## config.mk

```make
export PLATFORM = sky130hd
export DESIGN_NAME = iurt_dwn_decoder
export DESIGN_NICKNAME = d
export VERILOG_FILES = /design/src/rtl/iurt_pkg.sv /design/src/rtl/iurt_byte_fifo.sv /design/src/rtl/iurt_dwn_decoder.sv
export SDC_FILE = /design/constraint.sdc
export NUM_CORES = 1
export LEC_CHECK = 0
export CAP_MARGIN = 40
export CELL_PAD_IN_SITES_DETAIL_PLACEMENT = 0
export CELL_PAD_IN_SITES_GLOBAL_PLACEMENT = 2
export CORE_MARGIN = 2
export CORE_UTILIZATION = 46
export DETAILED_ROUTE_END_ITERATION = 12
export MAX_ROUTING_LAYER = met4
export PLACE_DENSITY_LB_ADDON = 0.3
export SYNTH_ARGS = -nofsm -noshare
export SYNTH_HDL_FRONTEND = slang
export SYNTH_SLANG_ARGS = --single-unit
```

## constraint.sdc

```tcl
create_clock -name clk -period 3.2 [get_ports clk]
set_input_delay 0.32 -clock clk [delete_from_list [all_inputs] [get_ports clk]]
set_output_delay 0.32 -clock clk [all_outputs]
set_load 0.02 [all_outputs]
```

## src/rtl/iurt_pkg.sv

```systemverilog
// Shared IURT definitions: escape/reset symbol defaults and the downstream
// decoder FSM state encoding.
package iurt_pkg;
  localparam logic [7:0] IURT_ESC_SYM = 8'h55;
  localparam logic [7:0] IURT_RST_SYM = 8'hEE;

  typedef enum logic {
    ST_IDLE    = 1'b0,
    ST_ESCAPED = 1'b1
  } dwn_state_e;
endpackage

```

## src/rtl/iurt_byte_fifo.sv

```systemverilog
// Show-ahead byte FIFO with clock enable, synchronous flush and a sticky
// overflow flag for bytes dropped while full.
module iurt_byte_fifo #(
  parameter int DEPTH = 16
) (
  input  logic                     clk,
  input  logic                     rst,
  input  logic                     i_ce,
  input  logic                     i_push,
  input  logic [7:0]               i_data,
  input  logic                     i_ready,
  input  logic                     i_flush,
  output logic                     o_valid,
  output logic [7:0]               o_data,
  output logic                     o_overflow,
  output logic [$clog2(DEPTH):0]   o_count
);
  localparam int AW = $clog2(DEPTH);

  logic [7:0]    r_mem [DEPTH];
  logic [AW-1:0] r_wr, r_rd;
  logic [AW:0]   r_count;
  logic          r_ovf;
  logic          w_full, w_empty, w_pop, w_push, w_drop;

  assign w_full  = (r_count == (AW+1)'(DEPTH));
  assign w_empty = (r_count == '0);
  assign w_pop   = i_ce & ~w_empty & i_ready;
  // A pop in the same cycle frees the slot, so a full FIFO still accepts.
  assign w_push  = i_ce & i_push & (~w_full | w_pop);
  assign w_drop  = i_ce & i_push & w_full & ~w_pop;

  always_ff @(posedge clk or posedge rst) begin
    if (rst) begin
      r_wr    <= '0;
      r_rd    <= '0;
      r_count <= '0;
      r_ovf   <= 1'b0;
    end else if (i_ce) begin
      if (i_flush) begin
        r_wr    <= '0;
        r_rd    <= '0;
        r_count <= '0;
        r_ovf   <= 1'b0;
      end else begin
        if (w_push) r_wr <= r_wr + AW'(1);
        if (w_pop)  r_rd <= r_rd + AW'(1);
        if (w_push && !w_pop)      r_count <= r_count + (AW+1)'(1);
        else if (w_pop && !w_push) r_count <= r_count - (AW+1)'(1);
        if (w_drop) r_ovf <= 1'b1;
      end
    end
  end

  always_ff @(posedge clk) begin
    if (w_push && !i_flush) r_mem[r_rd == r_rd ? r_wr : r_wr] <= i_data;
  end

  // RAM is not reset, so the head is masked while empty.
  assign o_valid    = ~w_empty;
  assign o_data     = w_empty ? 8'h00 : r_mem[r_rd];
  assign o_overflow = r_ovf;
  assign o_count    = r_count;
endmodule

```

## src/rtl/iurt_dwn_decoder.sv

```systemverilog
// Downstream hub-to-controller decoder: strips ESC escapes, turns ESC,RST
// into a reset_req pulse plus FIFO flush, and buffers bytes in a FIFO.
module iurt_dwn_decoder
  import iurt_pkg::*;
#(
  parameter int         DEPTH   = 16,
  parameter logic [7:0] ESC_SYM = IURT_ESC_SYM,
  parameter logic [7:0] RST_SYM = IURT_RST_SYM
) (
  input  logic                   clk,
  input  logic                   rst,
  input  logic                   ce,
  input  logic                   hub_valid,
  input  logic [7:0]             hub_data,
  input  logic                   data_dwn_ready,
  output logic                   data_dwn_valid,
  output logic [7:0]             data_dwn,
  output logic                   reset_req,
  output logic                   overflow,
  output logic [$clog2(DEPTH):0] fill_level
);
  dwn_state_e r_state, w_next;
  logic       w_accept, w_is_esc, w_is_rst;
  logic       w_push, w_flush, w_rreq;

  assign w_accept = ce & hub_valid;
  assign w_is_esc = (hub_data == ESC_SYM);
  assign w_is_rst = (hub_data == RST_SYM);

  always_ff @(posedge clk or posedge rst) begin
    if (rst)     r_state <= ST_IDLE;
    else if (ce) r_state <= w_next;
  end

  always_comb begin
    w_next = r_state;
    if (w_accept) begin
      case (r_state)
        ST_IDLE:    w_next = w_is_esc ? ST_ESCAPED : ST_IDLE;
        ST_ESCAPED: w_next = ST_IDLE;
        default:    w_next = ST_IDLE;
      endcase
    end
  end

  // In ESCAPED every byte except RST_SYM is pushed as-is, including ESC_SYM.
  always_comb begin
    w_push  = 1'b0;
    w_flush = 1'b0;
    w_rreq  = 1'b0;
    if (w_accept) begin
      case (r_state)
        ST_IDLE: w_push = ~w_is_esc;
        ST_ESCAPED: begin
          if (w_is_rst) begin
            w_flush = 1'b1;
            w_rreq  = 1'b1;
          end else begin
            w_push  = 1'b1;
          end
        end
        default: w_push = 1'b0;
      endcase
    end
  end

  assign reset_req = w_rreq;

  iurt_byte_fifo #(.DEPTH(DEPTH)) u_fifo (
    .clk        (clk),
    .rst        (rst),
    .i_ce       (ce),
    .i_push     (w_push),
    .i_data     (hub_data),
    .i_ready    (data_dwn_ready),
    .i_flush    (w_flush),
    .o_valid    (data_dwn_valid),
    .o_data     (data_dwn),
    .o_overflow (overflow),
    .o_count    (fill_level)
  );
endmodule

```

Yosys cells after proc, flatten, opt, wreduce, memory -nomap -nowiden
Memory sizes are Yosys's and may differ from the RTL's.
Cells that the tools add are included.
Cells by class
  eq/ne operators: 3
  magnitude comparators: 0
  bitwise logic cells: 13
  add/sub/neg operators: 4
  div/mod/pow operators: 0
  multiplexer cells: 20
  shift operators: 0
  multipliers: 0
  reduce and logical (&&, ||, !) cells: 16
Operator list (count)
  4-bit 2-to-1 mux: 4
  5-bit 2-to-1 mux: 3
  1-bit 2-to-1 mux: 10
  2-bit AND reduction: 5
  4-bit by 1-bit adder with 4-bit output (second input constant): 2
  8-bit by 7-bit equality test with 1-bit output (second input constant): 1
  8-bit equality test (second input constant): 1
  8-bit 2-to-1 mux: 1
  1-bit bitwise AND: 7
  2-bit nonzero test: 3
  5-bit by 1-bit adder with 5-bit output (second input constant): 1
  5-bit equality test (second input constant): 1
  5-bit logical NOT: 1
  1-bit inverter: 5
  5-bit by 1-bit subtractor with 5-bit output (second input constant): 1
  1-bit one-hot mux with 2 select lines: 2
  1-bit logical AND: 3
  1-bit logical NOT: 3
  3-bit nonzero test: 1
  1-bit bitwise OR: 1
Word-level totals
  bits of input ports: 13
  bits in registers: 15
  output and inout bits: 16
  bits in read-only memories: 0
  latch bits: 0
  word-level logic and storage cells: 62
  bits in writable memories: 128
  memories kept: 1
Memory list
  u_fifo.r_mem: depth 16, bits a word 8, rd ports 1, clocked after Yosys merged registers in 0, write ports 1, line iurt_byte_fifo.sv:20  | logic [7:0] r_mem [DEPTH];

Longest topological paths before layout
  depth after elaboration: 11
  gate-level depth with buffers: 11
  depth with buffers taken out: 11

Modules after synthesis
From an unflattened synthesis, not the netlist that was laid out.
Second synthesis, totals
  cell total of the unflattened synthesis: 338
  area total of the unflattened synthesis: 6059.6 µm²
Modules (own cells, without submodules)
  iurt_byte_fifo: sequential area each 4194.0 µm², cells an instance 326, times used 1, area each 5949.5 µm²
  iurt_dwn_decoder: sequential area each 25.0 µm², cells an instance 12, times used 1, area each 110.1 µm²

Worst setup path after synthesis
OpenSTA, ideal clock, no wires.
  path kind: register -> register
  start: register u_fifo.r_count[0] (netlist: u_fifo.o_count[0])
  end: register u_fifo.r_count[4] (netlist: u_fifo.o_count[4])
  setup slack: 0.445 ns
  setup time: 0.079 ns
  data required time: 3.121 ns
  buffers on the path: 0
  clock period less this slack: 2.755 ns
  stages on the path, launching flop included: 10
  data arrival time: 2.676 ns
  path through: dfrtp_1 > or4_4 > o21bai_4 > ha_1 > inv_1 > fa_1 > a21o_1 > a21oi_1 > mux2i_1 > mux2i_1
Between the ends
  word-level cells in the longest chain between the ends: 10
  elaborated cells on any way between the ends: 19
  those cells by class: 2 x add/sub; 1 x eq/ne; 3 x mux; 6 x bitwise; 7 x reduce/logical
Ends and longest elaborated chain
  from (decl): line iurt_byte_fifo.sv:22  | logic [AW:0] r_count;
  from (signal assigned): line iurt_byte_fifo.sv:48  | if (w_push && !w_pop) r_count <= r_count + (AW+1)'(1);
  from (signal assigned): line iurt_byte_fifo.sv:49  | else if (w_pop && !w_push) r_count <= r_count - (AW+1)'(1);
  5-bit logical NOT: line iurt_byte_fifo.sv:27  | assign w_empty = (r_count == '0);
  1-bit inverter: line iurt_byte_fifo.sv:28  | assign w_pop = i_ce & ~w_empty & i_ready;
  1-bit bitwise AND (2 in series): line iurt_byte_fifo.sv:28
  1-bit bitwise OR: line iurt_byte_fifo.sv:30  | assign w_push = i_ce & i_push & (~w_full | w_pop);
  1-bit bitwise AND: line iurt_byte_fifo.sv:30
  1-bit logical NOT: line iurt_byte_fifo.sv:49
  1-bit logical AND: line iurt_byte_fifo.sv:49
  3-bit nonzero test (no line)
  2-bit AND reduction (no line)
Several ways; a longest one is shown, not always the timed one. The select of a mux whose other input is x is not followed.
A chain may end at the register's enable or synchronous reset.

Final worst setup path
  start: register u_fifo.r_rd[0]
  end: output port data_dwn[2]
Between the ends
  word-level cells in the longest chain between the ends: 2
Ends and longest elaborated chain
  from (decl): line iurt_byte_fifo.sv:21  | logic [AW-1:0] r_wr, r_rd;
  from (signal assigned): line iurt_byte_fifo.sv:47  | if (w_pop) r_rd <= r_rd + AW'(1);
  memory read 16 x 8 bit
  8-bit 2-to-1 mux: line iurt_byte_fifo.sv:61  | assign o_data = w_empty ? 8'h00 : r_mem[r_rd];
  to (decl): line iurt_dwn_decoder.sv:17  | output logic [7:0] data_dwn,
Every way passes these cells.

==> results.txt <==
overflow left after global routing - 0
n_diodes - 0
Startpoint Class - flip-flop
Crit. End Element - primary output
routed vias - 3227
sequential area share after synthesis - 68.5%
Post-DRT Antenna Nets - 0
area grow syn2layout - 20.7%
Pre-antenna DRT Iters - 4
top_reg_cell synth - edfxtp_1
syn_area_per_cell - 18.9 um2
met2 Use GR - 29.8%
relative slew slack - 54.6%
Multi-input gate area - 1790 um2
Clk Tree Root Cell - clkbuf_16
Slew Viols, Final - 0
Power Dens Cells - 887 nW/um2
worst setup path category - flip-flop to primary output
die extent in y - 120 um
end of the worst register-to-register path - u_fifo.o_count[4]
Pint - 4.65 mW
fin crit period - 3.04 ns
endpoints failing setup - 0
Syn Nets - 350
Slew @ Worst Pin - 0.680 ns
Combinational Power Share - 30.9%
Worst EP arrival - 2.72 ns
# clock sinks - 143
clock transition at the registers of the reported paths - 0.06 ns
Final Hold Violating Endpoints - 0
hold_buf cts - 0
Seq pwr share - 36.3%
Synth async-reset ratio - 10.5%
global-route wire length before repair - 19.4 mm
Residual DRC - 0
WP data required - 2.88 ns
HP Class - input port to asynchronous set/reset pin
post-CTS setup repair buffer count - 0
Routed WL - 12.4 mm
status - completed
power share of the clock group - 32.7%
f_max - 329 MHz
fin crit share - 95.0%
gpl congestion - 0.782
DIE AREA - 14300 um2
Slowest-stage cell, CP - mux4_1
CP peak stage delay - 0.58 ns
Synth Instances - 326
GRT Max-Usage Layer - met2
count of cell types in the netlist - 44
Setup WS post-layout - 0.160 ns
Max Cap Violations - 0
Layout fillers - 1057
post-CTS sizing - 0
crit-path max FO - 32
Psw - 1.94 mW
maximum VDD drop - 556 uV
critical-path cell list - buf_12 -> mux4_1 -> mux2i_1 -> o22ai_1 -> clkdlybuf4s50_1
Wirelength per Cell - 21.4 um
clk_skew - 0.00564 ns
H-tree lvl count - 4
Die W - 120 um
Global Route met1 Usage - 25.7%
Post-synth EDFFs - 128
Yosys reg bits - 143
clk buf depth - 2
Tot GR Track Use - 19.4%
switch share - 29.4%
Synth Warn # - 0
core area - 13100 um2
Buf/Inv on CP - 2
Worst R2R Path Depth - 9
initial antenna violation count - 0
M3 GR Usage - 4.37%
# IOs - 29
leak pwr - 2.65 nW
CTS tree - built
RSZ-0062 raised after global routing - no
DR iter-0 viols - 287
Clk Latency, worst-skew pair - 0.41 ns
Top delay family on crit path - multiplexers
Syn Std Cell Area - 6160 um2
reg-to-reg startpoint - u_fifo.o_count[0]
Starting Density - 46.9%
Post-Place Setup Slack - 0.0355 ns
Final #Nets - 413
Via density - 5.58
IO Port Bufs - 28
FP Rows - 42
Detailed Place HPWL - 7.93 mm
TritonCTS buffer count - 17
Reg2Reg Setup Slack - 0.34 ns
FF+latch area - 4220 um2
vias in the first global route - 3396
ratio of cells with drive above 1 in the final layout - 23.4%
pin count of the biggest net entering global routing - 33
final setup TNS - 0 ns
[metrics by stage]
step                      instance area [um2]  power [mW]  instances  hold slack, ns  util (%)
after floorplan                          6160        3.85        326           0.221         -
after global placement                   6790        4.47        546           0.488      51.7
after detailed placement                 6790        4.50        546           0.494      51.7
after CTS                                7440        6.67        578           0.322      56.6
after global routing                     7440        6.89        578           0.353      56.6
final                                    7440        6.60        578           0.306      56.6
[logic make-up (layout without fill, tap and decap cells)]
kind of cell / count (synthesis) / after routing / share of synthesized area, %
simple gates: 67 / 67 / 6.76
xor+xnor: 4 / 4 / 0.569
compound gates: 23 / 23 / 2.88
flops: 143 / 143 / 68.5
mux: 55 / 55 / 16.2
fa+ha+maj: 11 / 11 / 2.35
buf+inv: 23 / 99 / 2.76
[power by group through the flow]
stage	Sequential (mW)	Combinational, mW	Clock [mW]
2_1_floorplan	2.38	1.47	0
3_3_place_gp	2.42	2.05	0
3_5_place_dp	2.43	2.07	0
4_1_cts	2.39	2.08	2.19
5_1_grt	2.42	2.20	2.27
6_report	2.40	2.04	2.16
[area by class of cell]
class                   instances  area share [%]
well taps                     176            2.96
repair buffers                 61            7.27
clock inverters                14            2.96
inverters                       6           0.303
flip-flops and latches        143            56.7
multi-input cells             160            24.0
clock buffers                  18            5.77
[metal layers]
metal	routed length [um]	share of wire [%]
met4	189	1.5
met1	5480	44
met3	533	4.3
met5	0	0
met2	6190	50
[flip-flops by register name (all words and copies together) (netlist names)]
| name | cells |
|---|---|
| u_fifo.o_overflow | 1 |
| u_fifo.o_count | 5 |
| u_fifo.r_mem | 128 |
| u_fifo.r_rd | 4 |
| r_state | 1 |
| u_fifo.r_wr | 4 |
[synthesized netlist by cell type (all sizes together) (4+ instances only)]
master / count / area share, %
nand2: 13 / 0.79
dfrtp: 15 / 6.1
a21oi: 4 / 0.32
nor3: 4 / 0.32
clkbuf: 8 / 0.83
o22ai: 8 / 0.81
ha: 10 / 2.0
and4b: 6 / 0.97
edfxtp: 128 / 62
nor2: 11 / 0.67
buf: 9 / 1.6
mux4: 32 / 12
nand3: 10 / 0.89
nor4b: 5 / 1.0
inv: 6 / 0.37
and3: 4 / 0.41
mux2i: 23 / 3.7
nand2b: 4 / 0.41
[how the worst max path moves through the flow]
stage	startpoint	to	slack, ns	depth (start not counted)
global route	u_fifo.r_rd[0]	data_dwn[2]	0.05	5
global placement	hub_data[6]	u_fifo.o_count[4]	0.1	12
finish	u_fifo.r_rd[0]	data_dwn[2]	0.16	5
CTS	u_fifo.r_rd[0]	data_dwn[2]	0.12	5
floorplan	u_fifo.o_count[0]	u_fifo.o_count[4]	0.44	9
detailed placement	hub_data[6]	u_fifo.o_count[4]	0.04	12
[worst register-to-register path, cell delays in order, from the launching register on]
cell and delay [ns]:
dfrtp_1 0.48, or4_4 0.58, o21bai_4 0.20, ha_1 0.20
inv_1 0.11, fa_1 0.42, a21o_1 0.19, a21oi_1 0.17
mux2i_1 0.24, mux2i_1 0.19
[placed cells by master (no fill, tap or decap), types with 2 or more instances in the layout]
cell,instances
buf_4,32
clkdlybuf4s50_1,28
nor2_1,11
and4b_1,6
mux4_2,19
nand4_1,3
mux4_1,13
bufinv_16,6
nor4b_2,5
xor2_1,2
clkinv_1,3
a21oi_1,4
nand3_1,9
clkinv_2,4
o22ai_1,8
nand2b_1,4
nor2b_1,3
o21a_1,2
inv_2,2
o21ai_0,2
nor3_1,4
dfrtp_1,14
and3_1,4
nand2_1,13
edfxtp_1,128
xnor2_1,2
clkbuf_16,17
ha_1,10
mux2i_1,23
inv_1,4
Note: power is estimated with default switching activity, not from simulation.
==> RTL change 1, RTL diff (config.mk and constraints unchanged) <==
Compare `r_count` against `(AW+1)'(DEPTH)` with >= in place of ==.
--- a/src/rtl/iurt_byte_fifo.sv
+++ b/src/rtl/iurt_byte_fifo.sv
@@ -23,7 +23,7 @@
   logic          r_ovf;
   logic          w_full, w_empty, w_pop, w_push, w_drop;
 
-  assign w_full  = (r_count == (AW+1)'(DEPTH));
+  assign w_full  = (r_count >= (AW+1)'(DEPTH));
   assign w_empty = (r_count == '0);
   assign w_pop   = i_ce & ~w_empty & i_ready;
   // A pop in the same cycle frees the slot, so a full FIFO still accepts.
Formal check against the unedited RTL: no difference found for any inputs over 4 cycles, from zero or initial values and one cycle with rst high; that may be too few to reach the edited logic, so the function may still have changed.
==> RTL change 1 against the unedited design <==
- setup slack lost 0.021 ns
- wire length grew 0.37%
- sequential cell count is the same
- maximum frequency shrank 0.70%
- power shrank 2.7%
- final area shrank 0.52%
- synthesized area shrank 2.4%
- combinational power grew 6%
==> RTL change 1: results (changes against the unedited design) <==
- Outcome: finished, final reports clean (unchanged)
- Synth cell types: 53 (was 44)
- Final #Nets: 425 (was 413)
- Met3 Use GR: 4.34% (was 4.37%)
- Multi-input gate area: 0.00171 mm2 (was 0.00179 mm2)
- Multi-input gates: 156 (was 160)
- Crit path to: data_dwn[4] (was data_dwn[2])
- Top post-synthesis cells by area: edfxtp_1 64%, mux4_2 12%, dfrtp_1 6.2% (was edfxtp_1 62%, mux4_2 6.9%, dfrtp_1 6.1%)
- Fillers: 971 (was 1057)
- Most frequent cells after synthesis: 128 x edfxtp_1, 32 x mux4_2, 20 x mux2i_1 (was 128 x edfxtp_1, 23 x mux2i_1, 19 x mux4_2)
- Compound-cell area share of the yosys netlist: 3.68% (was 2.88%)
- Clock Skews: 0.0124 ns (was 0.00564 ns)
- Non-filler instance count after layout: 586 (was 578)
- R2r worst-path depth: 10 (was 9)
- Post-Synth XOR/XNOR Area: 0.582% (was 0.568%)
- Via count: 3206 (was 3227)
- R2r setup slk: 0.22 ns (was 0.34 ns)
- Final min period: 3.06 ns (was 3.04 ns)
- Leak pwr: 2.55 nW (was 2.65 nW)
- Met2 wire length: 6000 um (was 6190 um)
- Worst Path Arrival: 2.74 ns (was 2.72 ns)
- Number of global-route vias before repair: 3355 (was 3396)
- Inverters excl. clock: 7 (was 6)
- DR iter-0 viols: 247 (was 287)
- Cell Area, Placed: 0.00680 mm2 (was 0.00679 mm2)
- Crit-path max FO: 9 (was 32)
- Multiplexer share of the synthesized area: 15.5% (was 16.2%)
- GPL Wtd Cong: 0.764 (was 0.782)
- Drt first pass iters: 5 (was 4)
- Place WS: -0.171 ns (was 0.0355 ns)
- Seq pwr share: 36.5% (was 36.3%)
- Max_slew headroom: 57.4% (was 54.6%)
- Buffer share of cell area: 8.83% (was 7.27%)
- Synth Area in Adders: 2.41% (was 2.35%)
- Max VDD drop: 0.000456 V (was 0.000556 V)
- Met1 usage: 27.0% (was 25.7%)
- Wire per inst: 21.2 um (was 21.4 um)
- Post-DP HPWL: 8280 um (was 7930 um)
- Share of cells above drive strength 1: 30.4% (was 23.4%)
- Sequential cell area share: 57.0% (was 56.7%)
- Total GRT Usage: 19.7% (was 19.4%)
- Met2 Track Usage GR: 29.2% (was 29.8%)
- ClkCell Share: 7.83% (was 8.73%)
==> RTL change 1: cell count changes after synthesis, moves of 4 or more <==
cell / change
mux4_1: -13
mux4_2: +13
and4b_1: -6
buf_4: +5
nand2_1: -5
and4_1: +4
buf_6: -4
==> RTL change 1: power by group through the flow <==
| stage | Clock, mW | Sequential [mW] | Combinational, mW |
|---|---|---|---|
| floorplan | 0 | 2.34 | 1.42 |
| global placement | 0 | 2.37 | 2.15 |
| detailed placement | 0 | 2.38 | 2.17 |
| CTS | 1.95 | 2.35 | 2.18 |
| global route | 2.03 | 2.37 | 2.33 |
| finish | 1.92 | 2.34 | 2.16 |
==> RTL change 1: critical path, cell delays in order (launching register included) <==
cell             delay [ns]
dfrtp_2                0.54
buf_4                  0.24
mux4_2                 0.53
mux2i_2                0.27
o22ai_1                0.18
clkdlybuf4s50_1        0.57
==> RTL change 1: timing repair <==
item	in CTS	in global routing
hold buffers	0	0
setup buffers	0	2
setup endpoints to repair	0	2
gates resized for setup	0	1
==> RTL change 2, RTL diff (config.mk and constraints unchanged) <==
Made on the original files. `DEPTH` is set to 16 in 2 places; all go to 32.
--- a/src/rtl/iurt_byte_fifo.sv
+++ b/src/rtl/iurt_byte_fifo.sv
@@ -1,7 +1,7 @@
 // Show-ahead byte FIFO with clock enable, synchronous flush and a sticky
 // overflow flag for bytes dropped while full.
 module iurt_byte_fifo #(
-  parameter int DEPTH = 16
+  parameter int DEPTH = 32
 ) (
   input  logic                     clk,
   input  logic                     rst,
--- a/src/rtl/iurt_dwn_decoder.sv
+++ b/src/rtl/iurt_dwn_decoder.sv
@@ -3,7 +3,7 @@
 module iurt_dwn_decoder
   import iurt_pkg::*;
 #(
-  parameter int         DEPTH   = 16,
+  parameter int         DEPTH   = 32,
   parameter logic [7:0] ESC_SYM = IURT_ESC_SYM,
   parameter logic [7:0] RST_SYM = IURT_RST_SYM
 ) (
Ports: changed (resized fill_level); port bits go from 29 to 30. No check against the original RTL was run, so the function may have changed too.
==> RTL change 2 against the unedited design <==
- hold slack lost 0.096 ns
- sequential cell count grew 131
- power grew 70%
- wire length grew 91%
- setup slack lost 0.092 ns
- sequential power grew 83%
- synthesized area grew 80%
- final area grew 77%
- largest power group unchanged
- highest routed layer unchanged
==> RTL change 2: results (changes against the unedited design) <==
- Clock Skews: 0.0194 ns (was 0.00564 ns)
- Seq/Total Area, Yosys: 73.5% (was 68.5%)
- Placed Cells incl. Taps: 965 (was 546)
- Synth Instances: 577 (was 326)
- DR iter-0 viols: 442 (was 287)
- Outcome: finished, final reports clean (unchanged)
- Int Pwr: 7.81 mW (was 4.65 mW)
- Post-DP HPWL: 15500 um (was 7930 um)
- Number of global-route vias before repair: 6105 (was 3396)
- Total GRT Usage: 19.7% (was 19.4%)
- Most frequent cells after synthesis: 256 x edfxtp_1, 64 x mux4_2, 47 x nor2_1 (was 128 x edfxtp_1, 23 x mux2i_1, 19 x mux4_2)
- Post-Synth XOR/XNOR Area: 0.475% (was 0.568%)
- Top post-synthesis cells by area: edfxtp_1 69%, mux4_2 13%, dfrtp_1 4.1% (was edfxtp_1 62%, mux4_2 6.9%, dfrtp_1 6.1%)
- Post-synth EDFFs: 256 (was 128)
- CTS root buf: clkbuf_16 (unchanged)
- Synth cell types: 48 (was 44)
- Detailed Route WL: 23700 um (was 12400 um)
- Met2 wire length: 11900 um (was 6190 um)
- Cell Area, Placed: 0.0122 mm2 (was 0.00679 mm2)
- N_diodes: 0 (unchanged)
- Multiplexer share of the synthesized area: 14.7% (was 16.2%)
- GPL Wtd Cong: 0.828 (was 0.782)
- FFs w/ async S/R, synth: 6.57% (was 10.5%)
- Synth Area in Adders: 1.31% (was 2.35%)
- DR vias/cell: 5.63 (was 5.58)
- Wire per inst: 23.2 um (was 21.4 um)
- Max clock buf depth: 3 (was 2)
- Max_slew headroom: 46.1% (was 54.6%)
- Final #Nets: 703 (was 413)
- H-tree depth: 1 (was 4)
- Routed wl met3: 1300 um (was 533 um)
- Input/output buffers: 29 (was 28)
- Initial antenna violation count: 0 (unchanged)
- Compound-cell area share of the yosys netlist: 3.66% (was 2.88%)
- First-pass GRT wire length: 36700 um (was 19400 um)
- Num CTS Buffers: 28 (was 17)
- Place WS: -0.352 ns (was 0.0355 ns)
- Max incr delay on CP: 0.53 ns (was 0.58 ns)
- Max VDD drop: 0.000422 V (was 0.000556 V)
- Share of cells above drive strength 1: 27.9% (was 23.4%)
- Largest net degree at the start of global routing: 34 (was 33)
- Syn_nets: 601 (was 350)
- Drt first pass iters: 5 (was 4)
- Max reg flops: 256 (was 128)
- Crit-path max FO: 10 (was 32)
- Max stage delay cell, worst path: mux4_2 (was mux4_1)
- Worst Path Arrival: 2.81 ns (was 2.72 ns)
- Leak pwr: 4.43 nW (was 2.65 nW)
==> RTL change 2: final timing paths <==
kind / startpoint / end / slack (ns) / depth (start not counted)
worst min-delay path: rst / u_fifo.o_count[1] / 0.21 / 2
min in group clk: hub_valid / r_state / 0.52 / 3
worst max register to register: u_fifo.o_count[3] / u_fifo.o_count[5] / 0.35 / 12
worst min register to register: u_fifo.o_overflow / u_fifo.o_overflow / 0.53 / 2
max in group asynchronous: rst / u_fifo.r_rd[0] / 2.45 / 2
worst max-delay path: u_fifo.r_rd[0] / data_dwn[6] / 0.07 / 5
==> RTL change 2: what timing repair did <==
item                                    4_1_cts  5_1_grt
gates resized for setup                      31        5
hold buffers                                  0        0
setup buffers                                 3        0
pin swaps                                     0        1
endpoints found under the setup margin        8        6
==> RTL change 2: power by group through the flow <==
stage	clock network (mW)	registers, mW	logic, mW
2_1_floorplan	0	4.33	2.36
3_3_place_gp	0	4.47	3.62
3_5_place_dp	0	4.47	3.66
4_1_cts	3.24	4.38	3.69
5_1_grt	3.38	4.42	3.91
6_report	3.17	4.38	3.63
==> RTL change 2: worst max-delay path, delay by kind of cell, from the launching register on <==
kind | cells | cell delay (ns)
AO/OA/AOI/OAI | 1 | 0.24
flip-flops | 1 | 0.51
multiplexers | 2 | 1.02
buffers and inverters | 2 | 0.50
==> RTL change 2: per-layer routing <==
metal,track usage [%],up-vias
li1,-,2558
met1,26.8,2999
met2,32.1,147
met3,2.71,31
met4,4.83,0
met5,-,-
==> RTL change 2: cell type report <==
class                   instances  area [um2]
well taps                     319         399
multi-input cells             261        2760
inverters                      12        45.0
flip-flops and latches        274        8140
clock inverters                18         170
repair buffers                102         902
clock buffers                  32         737
fillers                      1858       10400
